`src/rtl/qspi_data_fifo.sv`:
```
// Synchronous word FIFO between dma_engine and the QSPI shift stage.
// Registered read port (1-cycle latency), occupancy level, and sticky overflow/underflow flags.
module qspi_data_fifo #(
   parameter int DATA_WIDTH    = 32,
   parameter int DEPTH         = 16,
   parameter int LEVEL_WIDTH   = 5,
   parameter int AFULL_THRESH  = 12,
   parameter int AEMPTY_THRESH = 4
) (
   input  logic                  clk,
   input  logic                  rst,
   input  logic                  flush_i,
   input  logic                  wr_en_i,
   input  logic [DATA_WIDTH-1:0] wr_data_i,
   input  logic                  rd_en_i,
   output logic [DATA_WIDTH-1:0] rd_data_o,
   output logic                  rd_valid_o,
   output logic [LEVEL_WIDTH-1:0] level_o,
   output logic                  full_o,
   output logic                  empty_o,
   output logic                  almost_full_o,
   output logic                  almost_empty_o,
   output logic                  overflow_o,
   output logic                  underflow_o,
   input  logic                  clr_err_i
);

   localparam int AW = $clog2(DEPTH);

   logic [DATA_WIDTH-1:0] r_mem [DEPTH];
   logic [AW:0]           r_wptr;
   logic [AW:0]           r_rptr;
   logic [DATA_WIDTH-1:0] r_rd_data;
   logic                  r_rd_valid;
   logic                  r_overflow;
   logic                  r_underflow;

   logic [AW:0] w_level;
   logic        w_full;
   logic        w_empty;
   logic        w_wr_acc;
   logic        w_rd_acc;
   logic        w_wr_rej;
   logic        w_rd_rej;

   // Wrap bit in the pointer MSB lets a plain subtraction give 0..DEPTH.
   assign w_level  = r_wptr - r_rptr;
   assign w_full   = (w_level == (AW+1)'(DEPTH));
   assign w_empty  = (w_level == '0);
   assign w_wr_acc = wr_en_i && !w_full;
   assign w_rd_acc = rd_en_i && !w_empty;
   assign w_wr_rej = wr_en_i && w_full;
   assign w_rd_rej = rd_en_i && w_empty;

   assign level_o        = LEVEL_WIDTH'(w_level);
   assign full_o         = w_full;
   assign empty_o        = w_empty;
   assign almost_full_o  = (w_level >= (AW+1)'(AFULL_THRESH));
   assign almost_empty_o = (w_level <= (AW+1)'(AEMPTY_THRESH));
   assign rd_data_o      = r_rd_data;
   assign rd_valid_o     = r_rd_valid;
   assign overflow_o     = r_overflow;
   assign underflow_o    = r_underflow;

   // Storage is deliberately left out of reset so it maps onto plain RAM.
   always_ff @(posedge clk) begin
      if (!rst && !flush_i && w_wr_acc)
         r_mem[r_wptr[AW-1:0]] <= wr_data_i;
   end

   always_ff @(posedge clk) begin
      if (rst) begin
         r_wptr      <= '0;
         r_rptr      <= '0;
         r_rd_data   <= '0;
         r_rd_valid  <= 1'b0;
         r_overflow  <= 1'b0;
         r_underflow <= 1'b0;
      end else if (flush_i) begin
         r_wptr     <= '0;
         r_rptr     <= '0;
         r_rd_valid <= 1'b0;
         if (clr_err_i) begin
            r_overflow  <= 1'b0;
            r_underflow <= 1'b0;
         end
      end else begin
         if (w_wr_acc)
            r_wptr <= r_wptr + (AW+1)'(1);
         if (w_rd_acc) begin
            r_rptr    <= r_rptr + (AW+1)'(1);
            r_rd_data <= r_mem[r_rptr[AW-1:0]];
         end
         r_rd_valid <= w_rd_acc;

         // A same-cycle error event beats the clear.
         if (w_wr_rej)
            r_overflow <= 1'b1;
         else if (clr_err_i)
            r_overflow <= 1'b0;

         if (w_rd_rej)
            r_underflow <= 1'b1;
         else if (clr_err_i)
            r_underflow <= 1'b0;
      end
   end

endmodule

```
`config.mk`:
```
export PLATFORM = sky130hd
export DESIGN_NAME = qspi_data_fifo
export DESIGN_NICKNAME = d
export VERILOG_FILES = /design/src/rtl/qspi_data_fifo.sv
export SDC_FILE = /design/constraint.sdc
export NUM_CORES = 1
export LEC_CHECK = 0
export ABC_CLOCK_PERIOD_IN_PS = 5100
export CELL_PAD_IN_SITES_DETAIL_PLACEMENT = 0
export CELL_PAD_IN_SITES_GLOBAL_PLACEMENT = 2
export CORE_ASPECT_RATIO = 2
export CORE_UTILIZATION = 48
export DETAILED_ROUTE_END_ITERATION = 10
export PLACE_DENSITY = 0.87
export SLEW_MARGIN = 25
export SYNTH_ARGS = -nofsm -noshare
export SYNTH_HDL_FRONTEND = slang
export SYNTH_SLANG_ARGS = --single-unit
```
`constraint.sdc`:
```
create_clock -name clk -period 5.1 [get_ports clk]
set_input_delay 1.02 -clock clk [delete_from_list [all_inputs] [get_ports clk]]
set_output_delay 1.02 -clock clk [all_outputs]
set_load 0.02 [all_outputs]
```
; Word level (Yosys, flattened, before mapping)
; Memories as Yosys holds them, arrays and structs flattened. A register that Yosys moved wholly into a read port is not among the register bits.
; Index checks and enable logic that the tools add are counted.
[totals]
ff_bits = 13
ramBits = 512
inputBits = 38
output_inout_bits = 44
wordCells = 34
mem_count = 1
[op_classes]
addsub = 3
n_lt_le_gt_ge = 2
n_eq_ne = 1
mux = 8
n_bitwise = 1
n_reduce_logical = 13
[mem_list]
columns = memory, words, width, read_ports, rd_ports_with_merged_regs, write_ports, line_no
row1 = r_mem, 16, 32, 1, 1, 1, 30  ; logic [DATA_WIDTH-1:0] r_mem [DEPTH];
[ops]
columns = cell, count
row1 = adder 5 x 1 -> 5 bit (second input constant), 2
row2 = two-way mux 1 bit, 8
row3 = logical AND 1 bit, 6
row4 = equality test 5 bit (second input constant), 1
row5 = greater-or-equal comparator 5 x 4 -> 1 bit (second input constant), 1
row6 = <= comparator 5 x 3 -> 1 bit (second input constant), 1
row7 = logical NOT 5 bit, 1
row8 = subtractor 5 bit, 1
row9 = logical NOT 1 bit, 4
row10 = AND reduction 2 bit, 1
row11 = OR reduction 2 bit, 1
row12 = NOT 1 bit, 1

; Logic depth before layout (Yosys ltp)
; Gate-level depths: netlist of the first run.
[depth]
ltp_word = 7
mapped_depth = 14
ltp_nobuf = 10

; Worst setup path after synthesis of the first run
; Ideal clock, no wire load.
[synth_timing]
path_kind = register -> register
from = reg r_wptr[0]
to = mem r_mem[0][0] (enable)
setup_ps = 421
t_arrival_ps = 3494
required_ps = 4679
setup_slack_ps = 1185
stages_incl_launch_ff = 10
n_path_buf = 0
period_less_slack_ps = 3915
cell_sequence = dfxtp_1 inv_1 ha_1 fa_1 nand2b_1 a21oi_1 xor2_2 o31a_1 nand2_1 nor2_1
[synth_between]
elab_chain_cells = 7
[synth_lines]
columns = item, line_no
row1 = start: declaration, 31  ; logic [AW:0] r_wptr;
row2 = start signal: assignment, 89  ; r_wptr <= r_wptr + (AW+1)'(1);
row3 = subtractor 5 bit, 47  ; assign w_level = r_wptr - r_rptr;
row4 = equality test 5 bit, 48  ; assign w_full = (w_level == (AW+1)'(DEPTH));
row5 = logical NOT 1 bit, 50  ; assign w_wr_acc = wr_en_i && !w_full;
row6 = logical AND 1 bit, 50
row7 = logical AND 1 bit, 67  ; if (!rst && !flush_i && w_wr_acc)
row8 = two-way mux 1 bit, 67
row9 = two-way mux 1 bit (not written as such), 68  ; r_mem[r_wptr[AW-1:0]] <= wr_data_i;
row10 = end: declaration, 30
; Parallel ways exist; a longest one is shown, timed or not.

; Worst setup path in the final report of the first run
[layout_timing]
from = reg r_rptr[0]
to = out empty_o
[layout_between]
elab_chain_cells = 2
[layout_lines]
columns = item, line_no
row1 = start: declaration, 32  ; logic [AW:0] r_rptr;
row2 = start signal: assignment, 91  ; r_rptr <= r_rptr + (AW+1)'(1);
row3 = subtractor 5 bit, 47
row4 = logical NOT 5 bit, 49  ; assign w_empty = (w_level == '0);
row5 = end: declaration, 20  ; output logic empty_o,
; No other way between the ends.

==> results of run 1 <==
[worst max-delay path, cell delays in order, from the launching register on]
cell,delay (ns)
dfxtp_4,0.56
ha_1,0.32
fa_1,0.40
nand2b_1,0.16
a21oi_1,0.21
xor2_2,0.35
inv_2,0.16
nor3_1,0.39
clkdlybuf4s50_1,0.68
[flip-flops by register name, summed over array words and instances, names as in the netlist]
name / count
r_mem: 512
rd_data_o: 32
r_rptr: 5
r_wptr: 5
overflow_o: 1
rd_valid_o: 1
underflow_o: 1
[power breakdown]
| part | total [mW] | switching (mW) | internal (mW) |
|---|---|---|---|
| clock | 3.35 | 1.56 | 1.78 |
| combinational | 0.458 | 0.251 | 0.207 |
| sequential | 5.03 | 0.0265 | 5.01 |
[per-layer routing]
layer	track usage	up-vias
met1	0.2536	5360
met5	0	-
met4	0.06229	0
met3	0.02511	58
li1	-	4368
met2	0.3828	348
[metrics by stage]
| stage | hold slack, ns | utilization | setup WS [ns] | power, mW |
|---|---|---|---|---|
| final | 0.4547 | 0.5563 | 0.2928 | 8.841 |
| after global routing | 0.4750 | 0.5563 | 0.09208 | 9.090 |
| after CTS | 0.4572 | 0.5561 | 0.2572 | 8.898 |
| after detailed placement | 0.4467 | 0.5234 | 0.8422 | 5.603 |
| after global placement | 0.4438 | 0.5234 | 0.8568 | 5.594 |
| after floorplan | 0.5033 | - | 1.185 | 5.406 |
[cell type report]
class / count / share of cell area
Timing Repair Buffer: 107 / 0.04557
Clock inverter: 29 / 0.009415
Sequential cell: 557 / 0.6771
Clock buffer: 53 / 0.04931
Tap cell: 550 / 0.02861
Multi-Input combinational cell: 386 / 0.1880
Inverter: 12 / 0.001873
Antenna cell: 1 / 0.0001040
[synthesized netlist by cell type (2+ instances only)]
library cell  number
a21oi_1           35
a31oi_1            3
a32oi_1            2
buf_2             17
buf_6              5
clkbuf_1          33
dfxtp_1           45
edfxtp_1         512
ha_1               9
inv_1             10
inv_2              2
mux4_2           128
nand2_1           43
nand2b_1           2
nand3_1            4
nand4_1            3
nor2_1            33
nor3_1             2
o21ai_0            3
o22ai_1           64
o31ai_1            2
or3_1             34
xnor2_1            6
xor2_1             4
[kinds of logic after synthesis]
family | Yosys count
flops | 557
xor+xnor | 11
mux | 128
compound gates | 114
fa+ha+maj | 10
buf+inv | 67
simple gates | 123
[path summary, 6_finish.rpt]
| check | from | end | slack (ns) | cells after the start |
|---|---|---|---|---|
| worst max-delay path | r_rptr[0]$_SDFFE_PP0P_ | empty_o | 0.29 | 8 |
| worst min-delay path | rd_data_o[6]$_SDFFE_PP0P_ | rd_data_o[6]$_SDFFE_PP0P_ | 0.45 | 2 |
| worst max register to register | r_rptr[0]$_SDFFE_PP0P_ | r_mem[4][16]$_DFFE_PP_ | 1.29 | 9 |
| worst min register to register | rd_data_o[6]$_SDFFE_PP0P_ | rd_data_o[6]$_SDFFE_PP0P_ | 0.45 | 2 |
==> flow_summary.ini, run 1 <==
[synth]
synth_fa_ha_area_frac = 0.006319
synth-compound-area-share = 0.03380
synthTopCellsByArea = edfxtp_1, mux4_2, dfxtp_1, o22ai_1, or3_1
yosysUniqueCellTypes = 33
syn_nets = 1058
synth_area_um2 = 20990
ys_ff_latch = 557
synth-edff-count = 512
synth_top_family_by_area = multiplexers
synthXorXnorAreaFrac = 0.004948
synth.largest_area_cell = edfxtp_1
yosys.area.top_type_share = 0.7326
ys_dominant_reg_cell = edfxtp_1
synthArstFlopShare = 0
ys_seq_area_frac = 0.7755
syn_avg_cell_area_um2 = 20.78
muxShareOfSynthArea = 0.1374
synthSimpleGateAreaFrac = 0.02730
yosysWarnings = 0
synthCells = 1010

[sta]
relSlewSlack = 0.3442
fin_crit_ns = 4.807
tightest_slew_ns = 0.9821
period_share = 0.9426
fmax_mhz = 208.0
skew_ns = 0.01920
maxSlewViolCount = 0
setup_violations = 0
finalHoldViolations = 0
grt_setup_unrepaired = false
finalSetupTns_ns = 0

[global_route]
antenna_found_initial = 1
grt_start_max_net_pins = 69
overflow = 0
grt_pass1_vias = 10490
track_usage = 0.2087
grt_pass1_wl_um = 66390

[run]
cap_violations = 0

[drt]
met3WireLength_um = 2273
drt-wirelength-per-cell_um = 26.37
drc = 0
drt-pass1-iter-count = 5
vias = 10130
totalWireLength_um = 44700
wl_met2_um = 25030
ant_nets = 0
viasPerCell = 5.979
wl_met1_um = 16390
drt_iter0_markers = 778
routed.top_layer = met4

[finish]
fillCellCount = 3209
multi_input_area_um2 = 4522
drive_above_1_share = 0.2194
syn2layout_area_growth_pct = 14.61
nets = 1156
register_area_um2 = 16290
final_cell_mix = edfxtp_1, mux4_2, clkdlybuf4s50_1
instances_no_fill = 1695
mostFrequentLayoutCell = edfxtp_1
fin_area_um2 = 24050

[floorplan]
die_x_um = 149.9
core_um2 = 43240
start_util = 0.4854
rows = 108
dieHeight_um = 297.7
die_area_um2 = 44620
ioPinCount = 82

[placed_design]
place_congestion = 0.7467
place_area_um2 = 22630
io_buffers = 81
dpl.hpwl_um = 24400
placedCellCount = 1612

[clock_network]
post_cts_resized = 0
cts.path.max_buffers = 3
cts-root-buf = clkbuf_16
hold_buffers = 0
cts_sinks = 557
path_clk_slew_ns = 0.07
htree_levels = 2
cts_tree = built
cts_buffers = 44
cts_setup_buffers = 0
clkLatencyLatePin_ns = 0.57

[setup_path]
path_max_fanout = 37
endpoint_kind = primary output
worstSetupStartpointType = register
required_ns = 4.08
critPathKind = reg2out
arrival_ns = 3.79

[outcome]
status = finished, final reports clean

[power]
p_leak_nw = 7.227
peakVddDrop_v = 0.0002237
p_per_area_nw_per_um2 = 367.6

[worst_hold_path]
hp-class = reg2reg
(Power assumes the default switching activity.)
==> inputs of run 2 (changes only) <==
--- a/config.mk
+++ b/config.mk
@@ -6,10 +6,8 @@
 export NUM_CORES = 1
 export LEC_CHECK = 0
 export ABC_CLOCK_PERIOD_IN_PS = 5100
-export CELL_PAD_IN_SITES_DETAIL_PLACEMENT = 0
-export CELL_PAD_IN_SITES_GLOBAL_PLACEMENT = 2
 export CORE_ASPECT_RATIO = 2
-export CORE_UTILIZATION = 48
+export CORE_UTILIZATION = 60
 export DETAILED_ROUTE_END_ITERATION = 10
 export PLACE_DENSITY = 0.87
 export SLEW_MARGIN = 25
==> run 2 against run 1 <==
Fmax grew 1.5%. Flip-flop and latch count unchanged. Power up 2.9%. Global-route usage grew 7.7 points. Worst setup slack gained 0.073 ns. Cell count is 6.3% lower. Routed wire length increased by 11%. Register-to-register slack lost 0.35 ns. Clock skew rose by 0.0034 ns. Clock-buffer cell count rose by 3. Worst hold slack got worse by 0.0011 ns. First-iteration DRC count rose by 37%. Critical path type unchanged. Highest routed layer unchanged.
==> flow_summary.ini, run 2 (same netlist as run 1, synthesis figures left out) <==
[outcome]
status = finished, final reports clean

[floorplan]
core_um2 = 34350
start_util = 0.6109
ioPinCount = 82
rows = 96
die_area_um2 = 35780
dieHeight_um = 266.5
die_x_um = 134.3

[placed_design]
place_area_um2 = 22460
pre_cts_slack_ns = 1.017
dpl.hpwl_um = 27600
place_congestion = 0.8234
io_buffers = 81

[drt]
viasPerCell = 6.846
ant_nets = 0
drt-pass1-iter-count = 5
vias = 10880
totalWireLength_um = 49710
met3WireLength_um = 3157
drt-wirelength-per-cell_um = 31.28
wl_met1_um = 16330
drc = 0
wl_met2_um = 27250
routed.top_layer = met4
drt_iter0_markers = 1065

[sta]
period_share = 0.9283
finalHoldViolations = 0
fmax_mhz = 211.2
maxSlewViolCount = 0
relSlewSlack = 0.3196
fin_crit_ns = 4.734
tightest_slew_ns = 1.018
skew_ns = 0.02258
whs_ns = 0.4536
finalSetupTns_ns = 0
setup_violations = 0
grt_setup_unrepaired = false
setup_slack_ns = 0.3655

[setup_path]
path_max_fanout = 7
required_ns = 4.08
endpoint_kind = primary output
arrival_ns = 3.71
critPathKind = reg2out
worstSetupStartpointType = register

[global_route]
grt_pass1_wl_um = 72110
grt_pass1_vias = 11530
grt_start_max_net_pins = 69
track_usage = 0.2857
overflow = 0
antenna_found_initial = 0

[power]
p_per_area_nw_per_um2 = 379.1
peakVddDrop_v = 0.0003072
finalPower_mw = 9.102
p_leak_nw = 7.277

[clock_network]
cts_setup_buffers = 0
path_clk_slew_ns = 0.07
cts_sinks = 557
cts_tree = built
cts.path.max_buffers = 3
hold_buffers = 0
clkLatencyLatePin_ns = 0.57
cts_buffers = 45
post_cts_resized = 0
htree_levels = 2
cts-root-buf = clkbuf_16

[finish]
mostFrequentLayoutCell = edfxtp_1
fillCellCount = 1977
nets = 1160
drive_above_1_share = 0.2178
largest_register_ff_count = 512
register_area_um2 = 16280
syn2layout_area_growth_pct = 14.39
fin_area_um2 = 24010
diodes = 0
final_cell_mix = edfxtp_1, mux4_2, clkdlybuf4s50_1
multi_input_area_um2 = 4522

[run]
cap_violations = 0

[worst_hold_path]
hp-class = reg2reg
==> run 2: critical path, stage by stage, from the launching register on <==
cell and delay, ns:
dfxtp_1 0.43, inv_1 0.12, ha_1 0.23, fa_1 0.40, nand2b_1 0.16, a21oi_1 0.21
xor2_2 0.36, inv_2 0.15, nor3_1 0.39, clkdlybuf4s50_1 0.68
==> run 2: final timing paths <==
path | slack [ns] | startpoint | to | depth (start not counted)
worst max-delay path | 0.37 | r_wptr[0]$_SDFFE_PP0P_ | empty_o | 9
worst max register to register | 0.94 | r_wptr[0]$_SDFFE_PP0P_ | r_mem[10][8]$_DFFE_PP_ | 10
worst min-delay path | 0.45 | rd_data_o[14]$_SDFFE_PP0P_ | rd_data_o[14]$_SDFFE_PP0P_ | 2
worst min register to register | 0.45 | rd_data_o[14]$_SDFFE_PP0P_ | rd_data_o[14]$_SDFFE_PP0P_ | 2
==> run 2: per-stage QoR <==
step           std cells  utilization
3_5_place_dp        1505       0.6539
2_1_floorplan       1010            -
3_3_place_gp        1504       0.6531
6_report            1589       0.6988
4_1_cts             1588       0.6980
5_1_grt             1589       0.6988
==> run 2: metal layers <==
| metal | GRT usage | vias to the layer above |
|---|---|---|
| met5 | 0 | - |
| met4 | 0.1783 | 0 |
| met3 | 0.03685 | 184 |
| met2 | 0.5071 | 699 |
| met1 | 0.3256 | 5621 |
| li1 | - | 4374 |
==> run 2: report_power, final <==
group | internal, mW | leakage, nW | switching [mW]
Clock | 2.00 | 0.727 | 1.59
Sequential | 5.01 | 4.97 | 0.0185
Combinational | 0.204 | 1.58 | 0.286
==> run 2: final cells by class <==
class / count / share of cell area
inverter: 12 / 0.001876
multi-input combinational: 386 / 0.1884
tap: 441 / 0.02298
timing repair buffer: 110 / 0.04534
clock inverter: 27 / 0.01319
sequential: 557 / 0.6783
clock buffer: 56 / 0.04993
==> inputs of run 3 (changes only) <==
--- a/config.mk
+++ b/config.mk
@@ -6,8 +6,10 @@
 export NUM_CORES = 1
 export LEC_CHECK = 0
 export ABC_CLOCK_PERIOD_IN_PS = 5100
+export CAP_MARGIN = 20
 export CORE_ASPECT_RATIO = 2
 export CORE_UTILIZATION = 60
+export CTS_CLUSTER_SIZE = 24
 export DETAILED_ROUTE_END_ITERATION = 10
 export PLACE_DENSITY = 0.87
 export SLEW_MARGIN = 25
==> results of run 3 <==
The final DEF is identical to that of run 2; final timing and power are the same.
